[config.mk]
export PLATFORM = sky130hd
export DESIGN_NAME = regdemux_bank_flat
export DESIGN_NICKNAME = d
export VERILOG_FILES = /design/src/rtl/rsa_pkg.sv /design/src/rtl/regdemux_bank_if.sv /design/src/rtl/regdemux_lane.sv /design/src/rtl/regdemux_bank.sv /design/src/flat_wrapper.sv
export SDC_FILE = /design/constraint.sdc
export NUM_CORES = 1
export LEC_CHECK = 0
export BUFFER_PORTS_ARGS = -buffer_cell sky130_fd_sc_hd__buf_2
export CAP_MARGIN = 20
export CORE_MARGIN = 1
export CORE_UTILIZATION = 43
export CTS_CLUSTER_DIAMETER = 150
export DETAILED_ROUTE_END_ITERATION = 10
export GPL_TIMING_DRIVEN = 0
export PLACE_DENSITY_LB_ADDON = 0.3
export SYNTH_ARGS = -nofsm -noshare
export SYNTH_HDL_FRONTEND = slang
export SYNTH_SLANG_ARGS = --single-unit
[constraint.sdc]
create_clock -name clk -period 4.9 [get_ports clk]
set_clock_uncertainty 0.05 [all_clocks]
set_input_delay 0.49 -clock clk [delete_from_list [all_inputs] [get_ports clk]]
set_output_delay 0.49 -clock clk [all_outputs]
set_load 0.03 [all_outputs]
[src/rtl/rsa_pkg.sv]
// Shared encodings for the register demux bank: write modes and bank state.
package rsa_pkg;

    typedef enum logic [1:0] {
        MODE_ADDR  = 2'b00,
        MODE_AUTO  = 2'b01,
        MODE_BCAST = 2'b10,
        MODE_HOLD  = 2'b11
    } mode_e;

    typedef enum logic {
        ST_FILL = 1'b0,
        ST_FULL = 1'b1
    } state_e;

endpackage

[src/rtl/regdemux_bank_if.sv]
// Word-in / bank-out bundle of regdemux_bank; master drives words and release, slave presents the bank.
interface regdemux_bank_if #(
    parameter int RSA_DW = 16,
    parameter int N_CH   = 8
);
    localparam int SEL_W = $clog2(N_CH);

    logic                   en;
    logic [1:0]             mode;
    logic                   in_valid;
    logic                   in_ready;
    logic [SEL_W-1:0]       sel;
    logic [RSA_DW-1:0]      din;
    logic                   consumed;
    logic [N_CH*RSA_DW-1:0] dout;
    logic [N_CH-1:0]        dout_vld;
    logic                   frame_done;
    logic                   sel_err;

    modport master (
        output en, mode, in_valid, sel, din, consumed,
        input  in_ready, dout, dout_vld, frame_done, sel_err
    );

    modport slave (
        input  en, mode, in_valid, sel, din, consumed,
        output in_ready, dout, dout_vld, frame_done, sel_err
    );
endinterface

[src/rtl/regdemux_lane.sv]
// One output channel: data register plus loaded flag; write visible one cycle after wr.
// clr_all wipes data and flag, clr_vld drops only the flag so the consumer keeps the old data.
module regdemux_lane #(
    parameter int RSA_DW = 16
) (
    input  logic              clk,
    input  logic              rst_n,
    input  logic              wr,
    input  logic              clr_vld,
    input  logic              clr_all,
    input  logic [RSA_DW-1:0] din,
    output logic [RSA_DW-1:0] dat_q,
    output logic              vld_q
);
    logic [RSA_DW-1:0] dat_d;
    logic              vld_d;

    always_comb begin
        dat_d = dat_q;
        vld_d = vld_q;
        if (clr_all) begin
            dat_d = '0;
            vld_d = 1'b0;
        end else if (clr_vld) begin
            vld_d = 1'b0;
        end else if (wr) begin
            dat_d = din;
            vld_d = 1'b1;
        end
    end

    always_ff @(posedge clk or negedge rst_n) begin
        if (!rst_n) begin
            dat_q <= '0;
            vld_q <= 1'b0;
        end else begin
            dat_q <= dat_d;
            vld_q <= vld_d;
        end
    end
endmodule

[src/rtl/regdemux_bank.sv]
// Collects words into N_CH channel registers and hands them over as one bank; 1-cycle write latency.
// in_ready drops while the bank is FULL until the consumer releases it with consumed.
module regdemux_bank #(
    parameter int RSA_DW = 16,
    parameter int N_CH   = 8
) (
    input  logic           clk,
    input  logic           sys_rst_n,
    regdemux_bank_if.slave bus
);
    import rsa_pkg::*;

    localparam int SEL_W = $clog2(N_CH);

    state_e            state_q, state_d;
    logic [SEL_W-1:0]  ptr_q, ptr_d;
    logic              frame_done_q, frame_done_d;
    logic              sel_err_q, sel_err_d;
    logic [N_CH-1:0]   wr;
    logic [N_CH-1:0]   vld;
    logic              clr_vld, clr_all;
    logic              in_ready, xfer;
    mode_e             mode;
    logic [RSA_DW-1:0] lane_dat [N_CH];

    assign mode     = mode_e'(bus.mode);
    assign in_ready = bus.en && (state_q == ST_FILL);
    assign xfer     = bus.in_valid && in_ready;

    always_ff @(posedge clk or negedge sys_rst_n) begin
        if (!sys_rst_n) begin
            state_q      <= ST_FILL;
            ptr_q        <= '0;
            frame_done_q <= 1'b0;
            sel_err_q    <= 1'b0;
        end else begin
            state_q      <= state_d;
            ptr_q        <= ptr_d;
            frame_done_q <= frame_done_d;
            sel_err_q    <= sel_err_d;
        end
    end

    // The bank goes FULL on the edge whose own write completes the valid mask.
    always_comb begin
        state_d = state_q;
        if (!bus.en) begin
            state_d = ST_FILL;
        end else if (state_q == ST_FULL) begin
            if (bus.consumed) state_d = ST_FILL;
        end else if (xfer && (&(vld | wr))) begin
            state_d = ST_FULL;
        end
    end

    always_comb begin
        clr_all      = !bus.en;
        clr_vld      = bus.en && (state_q == ST_FULL) && bus.consumed;
        wr           = '0;
        ptr_d        = ptr_q;
        sel_err_d    = 1'b0;
        if (clr_all || clr_vld) begin
            ptr_d = '0;
        end else if (xfer) begin
            unique case (mode)
                MODE_ADDR: begin
                    if (int'(bus.sel) < N_CH) begin
                        for (int c = 0; c < N_CH; c++) wr[c] = (int'(bus.sel) == c);
                    end else begin
                        sel_err_d = 1'b1;
                    end
                end
                MODE_AUTO: begin
                    for (int c = 0; c < N_CH; c++) wr[c] = (int'(ptr_q) == c);
                    ptr_d = (int'(ptr_q) == N_CH - 1) ? '0 : ptr_q + SEL_W'(1);
                end
                MODE_BCAST: wr = '1;
                default: ;
            endcase
        end
        frame_done_d = xfer && (&(vld | wr));
    end

    for (genvar c = 0; c < N_CH; c++) begin : g_lane
        regdemux_lane #(.RSA_DW(RSA_DW)) u_lane (
            .clk     (clk),
            .rst_n   (sys_rst_n),
            .wr      (wr[c]),
            .clr_vld (clr_vld),
            .clr_all (clr_all),
            .din     (bus.din),
            .dat_q   (lane_dat[c]),
            .vld_q   (vld[c])
        );
    end

    always_comb begin
        bus.dout = '0;
        for (int c = 0; c < N_CH; c++) bus.dout[c*RSA_DW +: RSA_DW] = lane_dat[c];
    end

    assign bus.in_ready   = in_ready;
    assign bus.dout_vld   = vld;
    assign bus.frame_done = frame_done_q;
    assign bus.sel_err    = sel_err_q;
endmodule

[src/flat_wrapper.sv]
// flat-port wrapper written by rule: the top's interface ports become plain ports
module regdemux_bank_flat import rsa_pkg::*;
#(
    parameter int RSA_DW = 16,
    parameter int N_CH   = 8
)
  (clk, sys_rst_n, bus_en, bus_mode, bus_in_valid, bus_sel, bus_din, bus_consumed, bus_in_ready, bus_dout, bus_dout_vld, bus_frame_done, bus_sel_err);
  regdemux_bank_if #(.RSA_DW(RSA_DW), .N_CH(N_CH)) bus_i ();
  input  logic clk;
  input  logic sys_rst_n;
  input wire logic [$bits(bus_i.en)-1:0] bus_en;
  input wire logic [$bits(bus_i.mode)-1:0] bus_mode;
  input wire logic [$bits(bus_i.in_valid)-1:0] bus_in_valid;
  input wire logic [$bits(bus_i.sel)-1:0] bus_sel;
  input wire logic [$bits(bus_i.din)-1:0] bus_din;
  input wire logic [$bits(bus_i.consumed)-1:0] bus_consumed;
  output wire logic [$bits(bus_i.in_ready)-1:0] bus_in_ready;
  output wire logic [$bits(bus_i.dout)-1:0] bus_dout;
  output wire logic [$bits(bus_i.dout_vld)-1:0] bus_dout_vld;
  output wire logic [$bits(bus_i.frame_done)-1:0] bus_frame_done;
  output wire logic [$bits(bus_i.sel_err)-1:0] bus_sel_err;
  assign bus_i.en = bus_en;
  assign bus_i.mode = bus_mode;
  assign bus_i.in_valid = bus_in_valid;
  assign bus_i.sel = bus_sel;
  assign bus_i.din = bus_din;
  assign bus_i.consumed = bus_consumed;
  assign bus_in_ready = bus_i.in_ready;
  assign bus_dout = bus_i.dout;
  assign bus_dout_vld = bus_i.dout_vld;
  assign bus_frame_done = bus_i.frame_done;
  assign bus_sel_err = bus_i.sel_err;
  regdemux_bank #(.RSA_DW(RSA_DW), .N_CH(N_CH)) u_core (.clk(clk), .sys_rst_n(sys_rst_n), .bus(bus_i));
endmodule
==> results.py, run 1 <==
metrics = {
    "drt": {
        "wirelength_um": 18800,
        "initialDrtViolationCount": 524,
        "wl_per_cell_um": 18.1,
        "ant_nets": 0,
        "vias_per_cell": 5.28,
        "via_count": 5457,
        "firstDrtPassIters": 5,
        "drcViolationCount": 0,
    },
    "floorplanning": {
        "io_pins": 165,
        "initial_core_util_pct": 44.1,
        "die_x_um": 121,
        "die_h_um": 121,
        "core_um2": 13800,
        "die_area_um2": 14700,
        "rows": 43,
    },
    "place": {
        "gp_congestion": 0.844,
        "dp.cells": 1006,
        "portBuffers": 146,
        "dpl-instance-area_um2": 7080,
        "hpwl_um": 12600,
    },
    "cts": {
        "cts-resized-gates": 0,
        "cts_made_buffers": 17,
        "cts_num_sinks": 141,
        "cts_max_path_buffers": 2,
        "cts_tree": "built",
        "cts-root-buf": "clkbuf_16",
        "cts_setup_buffers": 0,
        "path_clk_slew_ps": 50,
        "cts_max_level": 4,
        "cts_hold_buffers": 0,
        "clock_latency_ps": 410,
    },
    "final_layout": {
        "fin_area_um2": 7610,
        "nNetsFinal": 874,
        "layout-drive-gt1-share_pct": 27.6,
        "diodes": 0,
        "finalNonFillerCells": 1034,
        "area_growth_pct": 24.8,
        "final_common_cell": "nand2_1",
        "most-common-layout-cells": "263 x nand2_1, 182 x buf_2, 141 x dfrtp_1",
    },
    "synthesis": {
        "syn_area_per_cell_um2": 8.98,
        "synth_ff_type": "dfrtp_1",
        "synth-seq-area-share_pct": 57.9,
        "synthXorXnorAreaFrac_pct": 0,
        "synth_top_family_by_area": "simple AND/OR/NAND/NOR gates",
        "synth_simple_gate_area_share_pct": 20.2,
        "yosys_warnings": 0,
        "synth_seq_cells": 141,
        "synth_edf_count": 0,
        "synthArstFlopShare_pct": 100,
        "synthAdderAreaFrac_pct": 0.616,
        "synth_cells": 679,
        "synth_fp_nets": 708,
        "synth_compound_area_share_pct": 13.9,
        "synth.mux.area_fraction_pct": 0.719,
        "syn_area_um2": 6090,
        "ys_types": 45,
    },
    "critical_path": {
        "worstPathRequired_ps": 4360,
        "crit_type": "input port to primary output",
        "critPathBufInv": 4,
        "cp-start-kind": "input port",
        "crit_family": "buffers and inverters",
        "reg2reg_from": "u_core.state_q",
        "critical_path_arrival_ps": 2130,
        "worstPathCellList": "buf_2 -> clkbuf_1 -> clkbuf_1 -> nor2b_1 -> buf_2",
        "crit_slowest_cell": "clkbuf_1",
        "crit_start": "bus_en",
        "cp_max_fo": 10,
        "r2r_slack_ps": 2650,
        "max_stage_delay_ps": 540,
        "crit_path_end_kind": "primary output",
    },
    "global_routing": {
        "grt_overflow": 0,
        "grt_max_degree": 78,
        "grt_use_total_pct": 26.9,
        "antenna_found_initial": 0,
        "first_global_vias": 5179,
        "grt_pass1_wl_um": 29000,
    },
    "timing": {
        "fin_crit_ps": 2670,
        "setup_viol": 0,
        "hold_viol_final": 0,
        "relSlewSlack_pct": 55.4,
        "min_period_over_period_pct": 54.4,
        "slew_violations": 0,
        "rsz0062_at_grt": "no",
        "tightest_slew_ps": 668,
        "tns_ps": 0,
        "hold_ws_ps": 23.2,
        "maxClockFrequency_mhz": 375,
    },
    "pwr": {
        "internal_power_w": 0.00206,
        "p_comb_share_pct": 14.6,
        "seq_power_share_pct": 44.3,
        "p_sw_w": 0.000793,
        "swShare_pct": 27.8,
        "vdd_ir_drop_max_uv": 237,
        "cellPowerDensity_nw_per_um2": 375,
        "leakage_nw": 3.98,
        "clockPowerShare_pct": 41.2,
    },
    "run": {
        "drv_cap": 0,
    },
    "run_status": {
        "status": "completed",
    },
    "min_path": {
        "hold_path_class": "input port to asynchronous set/reset pin",
    },
}
power by group through the flow:
stage | Sequential [W] | Combinational (W) | Clock [W]
after floorplan | 0.00139 | 0.000151 | 0
after global placement | 0.00128 | 0.000408 | 0
after detailed placement | 0.00128 | 0.000416 | 0
after CTS | 0.00126 | 0.000417 | 0.00119
after global routing | 0.00127 | 0.000448 | 0.00123
final | 0.00126 | 0.000415 | 0.00118
per-layer routing:
metal | part of all wire (%) | routed length (um) | GRT usage, %
met2 | 47 | 8770 | 41.4
met5 | 0 | 0 | 0
met3 | 6.7 | 1260 | 6.53
met1 | 43 | 8120 | 36.0
met4 | 3.3 | 610 | 11.7
sequential cells by signal, summed over array words and instances, names as in the netlist:
name and flops:
u_core.ptr_q 3, u_core.state_q 1, u_core.bus.frame_done 1, u_core.g_lane.u_lane.dat_q 128, u_core.g_lane.u_lane.vld_q 8
worst paths after layout:
path | endpoint | depth (start not counted)
min in group clk | u_core.state_q | 2
max | bus_in_ready | 5
min reg2reg | u_core.g_lane[4].u_lane.dat_q[5] | 2
max in group asynchronous | u_core.g_lane[6].u_lane.dat_q[10] | 2
min | u_core.g_lane[5].u_lane.dat_q[5] | 1
max reg2reg | u_core.g_lane[0].u_lane.dat_q[5] | 6
cell type report:
class	count	area (um2)
inverters	8	30.0
repair buffers	147	764
well taps	180	225
multi-input cells	460	2170
clock inverters	2	35.0
fillers	1254	6220
clock buffers	26	489
flip-flops and latches	141	3530
plain buffers	70	368
cells by family after synthesis:
family | after synthesis
compound gates | 152
fa+ha+maj | 3
buf+inv | 78
flops | 141
mux | 3
other cells | 1
simple gates | 301
stage by stage:
stage / setup WS [ps] / utilization (%) / total power [W]
after floorplan: 2680 / - / 0.00154
after global placement: 1290 / 51.0 / 0.00169
after detailed placement: 2210 / 51.2 / 0.00170
after CTS: 2200 / 55.0 / 0.00287
after global routing: 2100 / 55.0 / 0.00294
final: 2230 / 55.0 / 0.00285
cell usage after synthesis (2+ instances only):
library cell  count  area, um2
clkbuf_1         16       60.1
a21o_1            7       52.6
o21ai_0          73        365
o21ai_1          47        235
nor3_1            3       15.0
inv_1             8       30.0
a21oi_1           8       40.0
and2_1            3       18.8
o22ai_1           2       12.5
a31oi_1           4       25.0
clkbuf_2          2       10.0
buf_4            13       97.6
nor2b_1           2       12.5
nor2_1            4       15.0
dfrtp_1         141       3530
nand3_1          17       85.1
ha_1              3       37.5
buf_2            37        185
nand2_1         263        987
Power figures use the tool's default switching activity.
==> inputs of run 2 (changes only) <==
--- a/config.mk
+++ b/config.mk
@@ -5,6 +5,7 @@
 export SDC_FILE = /design/constraint.sdc
 export NUM_CORES = 1
 export LEC_CHECK = 0
+export ABC_AREA = 1
 export BUFFER_PORTS_ARGS = -buffer_cell sky130_fd_sc_hd__buf_2
 export CAP_MARGIN = 20
 export CORE_MARGIN = 1
==> constraint.sdc (replaced) <==
create_clock -name clk -period 2.5 [get_ports clk]
set_clock_uncertainty 0.05 [all_clocks]
set_input_delay 0.25 -clock clk [delete_from_list [all_inputs] [get_ports clk]]
set_output_delay 0.25 -clock clk [all_outputs]
set_load 0.03 [all_outputs]
==> results.py, run 2 <==
metrics = {
    "final_layout": {
        "nNetsFinal": 787,
        "area_growth_pct": 30.3,
        "largest_register": "u_core.g_lane.u_lane.dat_q",
        "reg.largest.list": "u_core.g_lane.u_lane.dat_q (128), u_core.g_lane.u_lane.vld_q (8), u_core.ptr_q (3)",
        "finalNonFillerCells": 943,
        "largest_reg_flops": 128,
        "nFillCells": 1132,
        "final_common_cell": "buf_2",
        "layout-drive-gt1-share_pct": 28.4,
        "most-common-layout-cells": "174 x buf_2, 145 x nand3_1, 141 x dfrtp_1",
        "diodes": 0,
    },
    "timing": {
        "maxClockFrequency_mhz": 454,
        "tns_ps": 0,
        "tightest_slew_ps": 658,
        "min_period_over_period_pct": 88.1,
        "relSlewSlack_pct": 56.2,
        "fin_crit_ps": 2200,
        "slew_violations": 0,
        "setup_viol": 0,
        "finalWorstSetupSlack_ps": 299,
        "rsz0062_at_grt": "no",
        "hold_viol_final": 0,
    },
    "critical_path": {
        "r2r_slack_ps": 300,
        "worstPathRequired_ps": 2770,
        "crit_path_end_kind": "flip-flop",
        "reg2reg_from": "u_core.ptr_q[0]",
        "worstPathCellList": "ha_1 -> ha_1 -> or2_2 -> nand3_1 -> clkbuf_1 -> nand3_1 -> o21ai_0",
        "crit_slowest_cell": "clkbuf_1",
        "critical_path_arrival_ps": 2480,
        "r2r_cells": 7,
        "cp-start-kind": "flip-flop",
        "critPathBufInv": 1,
        "worstReg2RegEnd": "u_core.g_lane[7].u_lane.dat_q[13]",
        "crit_family": "simple AND/OR/NAND/NOR gates",
        "max_stage_delay_ps": 450,
        "crit_type": "flip-flop to flip-flop",
        "cp_max_fo": 10,
    },
    "cts": {
        "cts_tree": "built",
        "cts-root-buf": "clkbuf_16",
        "cts_made_buffers": 17,
        "cts_max_path_buffers": 2,
        "clock_latency_ps": 410,
        "cts_num_sinks": 141,
        "path_clk_slew_ps": 60,
        "cts_max_level": 4,
    },
    "global_routing": {
        "grt_overflow": 0,
        "grt_pass1_wl_um": 27000,
        "antenna_found_initial": 0,
        "grt_max_degree": 78,
        "grt_use_total_pct": 27.5,
        "first_global_vias": 4771,
    },
    "drt": {
        "via_count": 5145,
        "firstDrtPassIters": 5,
        "vias_per_cell": 5.46,
        "initialDrtViolationCount": 506,
        "wirelength_um": 17900,
        "drcViolationCount": 0,
        "ant_nets": 0,
        "wl_per_cell_um": 19.0,
    },
    "place": {
        "hpwl_um": 12500,
        "place_ws_ps": 302,
        "gp_congestion": 0.844,
        "portBuffers": 162,
        "dp.cells": 910,
    },
    "synthesis": {
        "ys_top_cells_by_area": "dfrtp_1 63%, nand3_1 13%, o21ai_0 12%, nand2_1 3.1%, inv_1 2.5%",
        "netlist.area_leader.share_pct": 62.9,
        "synth_edf_count": 0,
        "synth-seq-area-share_pct": 62.9,
        "yosys-top-cells-count": "145 x nand3_1, 141 x dfrtp_1, 138 x o21ai_0, 47 x nand2_1, 38 x inv_1",
        "post-synth-top-count-cell": "nand3_1",
        "synth_top_cell_by_area": "dfrtp_1",
        "yosys_warnings": 0,
        "synthArstFlopShare_pct": 100,
        "syn_area_per_cell_um2": 9.76,
        "ys_types": 17,
        "syn_area_um2": 5610,
        "synth_ff_type": "dfrtp_1",
        "synth_cells": 575,
        "synth_fp_nets": 604,
        "synth_seq_cells": 141,
    },
    "min_path": {
        "hold_start": "bus_consumed",
        "holdPathStages": 3,
        "hold_path_end": "u_core.state_q",
        "hold_path_class": "input port to flip-flop",
    },
    "floorplanning": {
        "io_pins": 165,
        "die_h_um": 116,
        "initial_core_util_pct": 44.3,
        "core_um2": 12700,
        "die_area_um2": 13500,
        "rows": 41,
        "die_x_um": 116,
    },
    "pwr": {
        "vdd_ir_drop_max_uv": 486,
        "leakage_nw": 3.87,
        "p_total_w": 0.00595,
        "cellPowerDensity_nw_per_um2": 813,
    },
    "run_status": {
        "status": "completed",
    },
    "run": {
        "drv_cap": 0,
    },
}
==> run 2: power breakdown <==
group	switching (W)	internal, W
clock	0.000971	0.00170
combinational	0.000594	0.000198
sequential	0.0000795	0.00241
total	0.00164	0.00430
==> run 2: how the worst max path moves through the flow <==
| stage | startpoint | to | slack (ps) | depth (start not counted) |
|---|---|---|---|---|
| final | u_core.ptr_q[0] | u_core.g_lane[7].u_lane.dat_q[13] | 300 | 7 |
| after detailed placement | u_core.ptr_q[0] | u_core.g_lane[7].u_lane.dat_q[13] | 300 | 7 |
| after CTS | u_core.ptr_q[0] | u_core.g_lane[7].u_lane.dat_q[13] | 280 | 7 |
| after global routing | u_core.ptr_q[0] | u_core.g_lane[7].u_lane.dat_q[13] | 160 | 7 |
| after global placement | sys_rst_n | u_core.g_lane[2].u_lane.dat_q[7] | -690 | 1 |
| after floorplan | u_core.ptr_q[0] | u_core.g_lane[7].u_lane.dat_q[11] | 720 | 7 |
==> run 2: cell families after synthesis <==
kind of cell	synth area share, %
compound gates	12.6
other cells	0.0668
buf+inv	6.78
flops	62.9
fa+ha+maj	0.669
simple gates	17.0
==> run 2: cell type report <==
| cell class | count | area [um2] | area share [%] |
|---|---|---|---|
| Multi-Input combinational cell | 347 | 1700 | 23.3 |
| Clock buffer | 19 | 443 | 6.06 |
| Inverter | 38 | 143 | 1.95 |
| Clock inverter | 13 | 189 | 2.58 |
| Timing Repair Buffer | 164 | 855 | 11.7 |
| Tap cell | 172 | 215 | 2.94 |
| Sequential cell | 141 | 3530 | 48.2 |
| Buffer | 49 | 238 | 3.25 |
==> run 2: what timing repair did <==
action | in CTS | in global routing
endpoints found under the hold margin | 64 | 0
hold buffers | 1 | 0
buffers inserted | 0 | 0
gates resized for setup | 0 | 0
==> run 2: per-stage QoR <==
stage               hold slack [ps]  util (%)  cell area [um2]
finish                         71.1      57.7             7310
global placement                442      52.4             6640
detailed placement              234      52.7             6670
CTS                            62.5      57.7             7310
global route                   66.0      57.7             7310
floorplan                     -95.6         -             5610
==> run 2: worst register-to-register path: cells and delay by family (launching register included) <==
family / cells / cell delay [ps]
simple gates: 3 / 690
flops: 1 / 400
buf+inv: 1 / 450
fa+ha+maj: 2 / 420
compound gates: 1 / 110
==> run 2: routing by layer <==
| metal | global-route usage [%] | up-vias | wire length (um) |
|---|---|---|---|
| met5 | 0 | - | 0 |
| met4 | 10.5 | 0 | 511 |
| met3 | 7.42 | 39 | 1670 |
| met2 | 41.0 | 250 | 8220 |
| met1 | 38.5 | 2535 | 7500 |
| li1 | - | 2321 | - |
==> inputs of run 3 (changes only) <==
--- a/config.mk
+++ b/config.mk
@@ -7,7 +7,6 @@
 export LEC_CHECK = 0
 export ABC_AREA = 1
 export BUFFER_PORTS_ARGS = -buffer_cell sky130_fd_sc_hd__buf_2
-export CAP_MARGIN = 20
 export CORE_MARGIN = 1
 export CORE_UTILIZATION = 43
 export CTS_CLUSTER_DIAMETER = 150
==> constraint.sdc (replaced) <==
create_clock -name clk -period 2.75 [get_ports clk]
set_clock_uncertainty 0.05 [all_clocks]
set_input_delay 0.275 -clock clk [delete_from_list [all_inputs] [get_ports clk]]
set_output_delay 0.275 -clock clk [all_outputs]
set_load 0.03 [all_outputs]
==> results.py, run 3 (same netlist as run 2, synthesis figures left out) <==
metrics = {
    "final_layout": {
        "diodes": 0,
        "fin_util_pct": 57.7,
        "largest_reg_flops": 128,
        "area_growth_pct": 30.3,
        "largest_register": "u_core.g_lane.u_lane.dat_q",
        "layout-drive-gt1-share_pct": 28.4,
        "nFillCells": 1132,
        "most-common-layout-cells": "174 x buf_2, 145 x nand3_1, 141 x dfrtp_1",
        "reg.largest.list": "u_core.g_lane.u_lane.dat_q (128), u_core.g_lane.u_lane.vld_q (8), u_core.ptr_q (3)",
        "finalNonFillerCells": 943,
        "nNetsFinal": 787,
        "final_common_cell": "buf_2",
    },
    "drt": {
        "ant_nets": 0,
        "via_count": 5145,
        "initialDrtViolationCount": 506,
        "vias_per_cell": 5.46,
        "drcViolationCount": 0,
        "firstDrtPassIters": 5,
        "wl_per_cell_um": 19.0,
        "wirelength_um": 17900,
    },
    "cts": {
        "cts_tree": "built",
        "cts_max_level": 4,
        "cts_max_path_buffers": 2,
        "cts_setup_buffers": 0,
        "cts-root-buf": "clkbuf_16",
        "cts_num_sinks": 141,
        "clock_latency_ps": 410,
        "path_clk_slew_ps": 60,
        "cts_made_buffers": 17,
    },
    "critical_path": {
        "critPathBufInv": 1,
        "r2r_cells": 7,
        "crit_slowest_cell": "clkbuf_1",
        "worstPathCellList": "ha_1 -> ha_1 -> or2_2 -> nand3_1 -> clkbuf_1 -> nand3_1 -> o21ai_0",
        "crit_path_end_kind": "flip-flop",
        "crit_family": "simple AND/OR/NAND/NOR gates",
        "crit_type": "flip-flop to flip-flop",
        "crit_start": "u_core.ptr_q[0]",
        "r2r_slack_ps": 550,
        "reg2reg_from": "u_core.ptr_q[0]",
        "worstPathRequired_ps": 3020,
        "worstReg2RegEnd": "u_core.g_lane[7].u_lane.dat_q[13]",
        "max_stage_delay_ps": 450,
        "cp-start-kind": "flip-flop",
        "critical_path_arrival_ps": 2480,
        "cp_max_fo": 10,
    },
    "floorplanning": {
        "rows": 41,
        "die_h_um": 116,
        "die_x_um": 116,
        "die_area_um2": 13500,
        "io_pins": 165,
        "core_um2": 12700,
        "initial_core_util_pct": 44.3,
    },
    "pwr": {
        "vdd_ir_drop_max_uv": 442,
        "p_total_w": 0.00541,
        "cellPowerDensity_nw_per_um2": 739,
        "leakage_nw": 3.87,
    },
    "min_path": {
        "hold_path_end": "u_core.state_q",
        "hold_start": "bus_consumed",
        "holdPathStages": 3,
        "hold_path_class": "input port to flip-flop",
    },
    "global_routing": {
        "antenna_found_initial": 0,
        "grt_pass1_wl_um": 27000,
        "grt_use_total_pct": 27.5,
        "grt_max_degree": 78,
        "grt_overflow": 0,
        "first_global_vias": 4771,
    },
    "timing": {
        "slew_violations": 0,
        "setup_viol": 0,
        "hold_viol_final": 0,
        "maxClockFrequency_mhz": 454,
        "fin_crit_ps": 2200,
        "tightest_slew_ps": 658,
        "min_period_over_period_pct": 80.1,
        "rsz0062_at_grt": "no",
        "relSlewSlack_pct": 56.2,
        "hold_ws_ps": 96.1,
    },
    "place": {
        "gp_congestion": 0.844,
        "dp.cells": 910,
        "hpwl_um": 12500,
        "portBuffers": 162,
    },
    "run_status": {
        "status": "completed",
    },
    "run": {
        "drv_cap": 0,
    },
}
-- run 3: cell counts in the layout (fill, tap and decap cells not counted) --
Identical to the previous run, type by type.
-- run 3: worst register-to-register path: stages (launching register included) --
cell	delay, ps
dfrtp_1	400
ha_1	210
ha_1	210
or2_2	300
nand3_1	240
clkbuf_1	450
nand3_1	150
o21ai_0	110
-- run 3: how the worst max path moves through the flow --
| stage | end | slack [ps] | cells past startpoint |
|---|---|---|---|
| floorplan | u_core.g_lane[7].u_lane.dat_q[11] | 970 | 7 |
| global placement | u_core.g_lane[2].u_lane.dat_q[7] | -470 | 1 |
| detailed placement | u_core.g_lane[7].u_lane.dat_q[13] | 550 | 7 |
| CTS | u_core.g_lane[7].u_lane.dat_q[13] | 530 | 7 |
| global route | u_core.g_lane[7].u_lane.dat_q[13] | 410 | 7 |
| finish | u_core.g_lane[7].u_lane.dat_q[13] | 550 | 7 |
-- run 3: metal layers --
metal / global-route usage (%) / share of wire, % / routed length, um
met1: 38.5 / 42 / 7500
met2: 41.0 / 46 / 8220
met3: 7.42 / 9.3 / 1670
met4: 10.5 / 2.9 / 511
met5: 0 / 0 / 0
-- run 3: power by group --
part           switching (W)  leakage [nW]  internal (W)
combinational       0.000540          1.66      0.000180
clock               0.000882         0.292       0.00155
sequential         0.0000723          1.92       0.00219
total                0.00149          3.87       0.00391
-- run 3: cell type report --
cell class                 instances  area (um2)  share of cell area [%]
multi-input combinational        347        1700                    23.3
timing repair buffer             164         855                    11.7
sequential                       141        3530                    48.2
clock inverter                    13         189                    2.58
clock buffer                      19         443                    6.06
buffer                            49         238                    3.25
tap                              172         215                    2.94
inverter                          38         143                    1.95
-- run 3: timing repair --
item,4_1_cts,5_1_grt
gates resized for setup,0,0
endpoints found under the hold margin,64,0
hold buffers,1,0
-- run 3: per-stage QoR --
step           cell area, um2  setup TNS, ps  setup WS, ps
4_1_cts                  7310              0           528
2_1_floorplan            5610              0           972
5_1_grt                  7310              0           406
3_3_place_gp             6640         -65200          -469
3_5_place_dp             6670              0           552
6_report                 7310              0           549
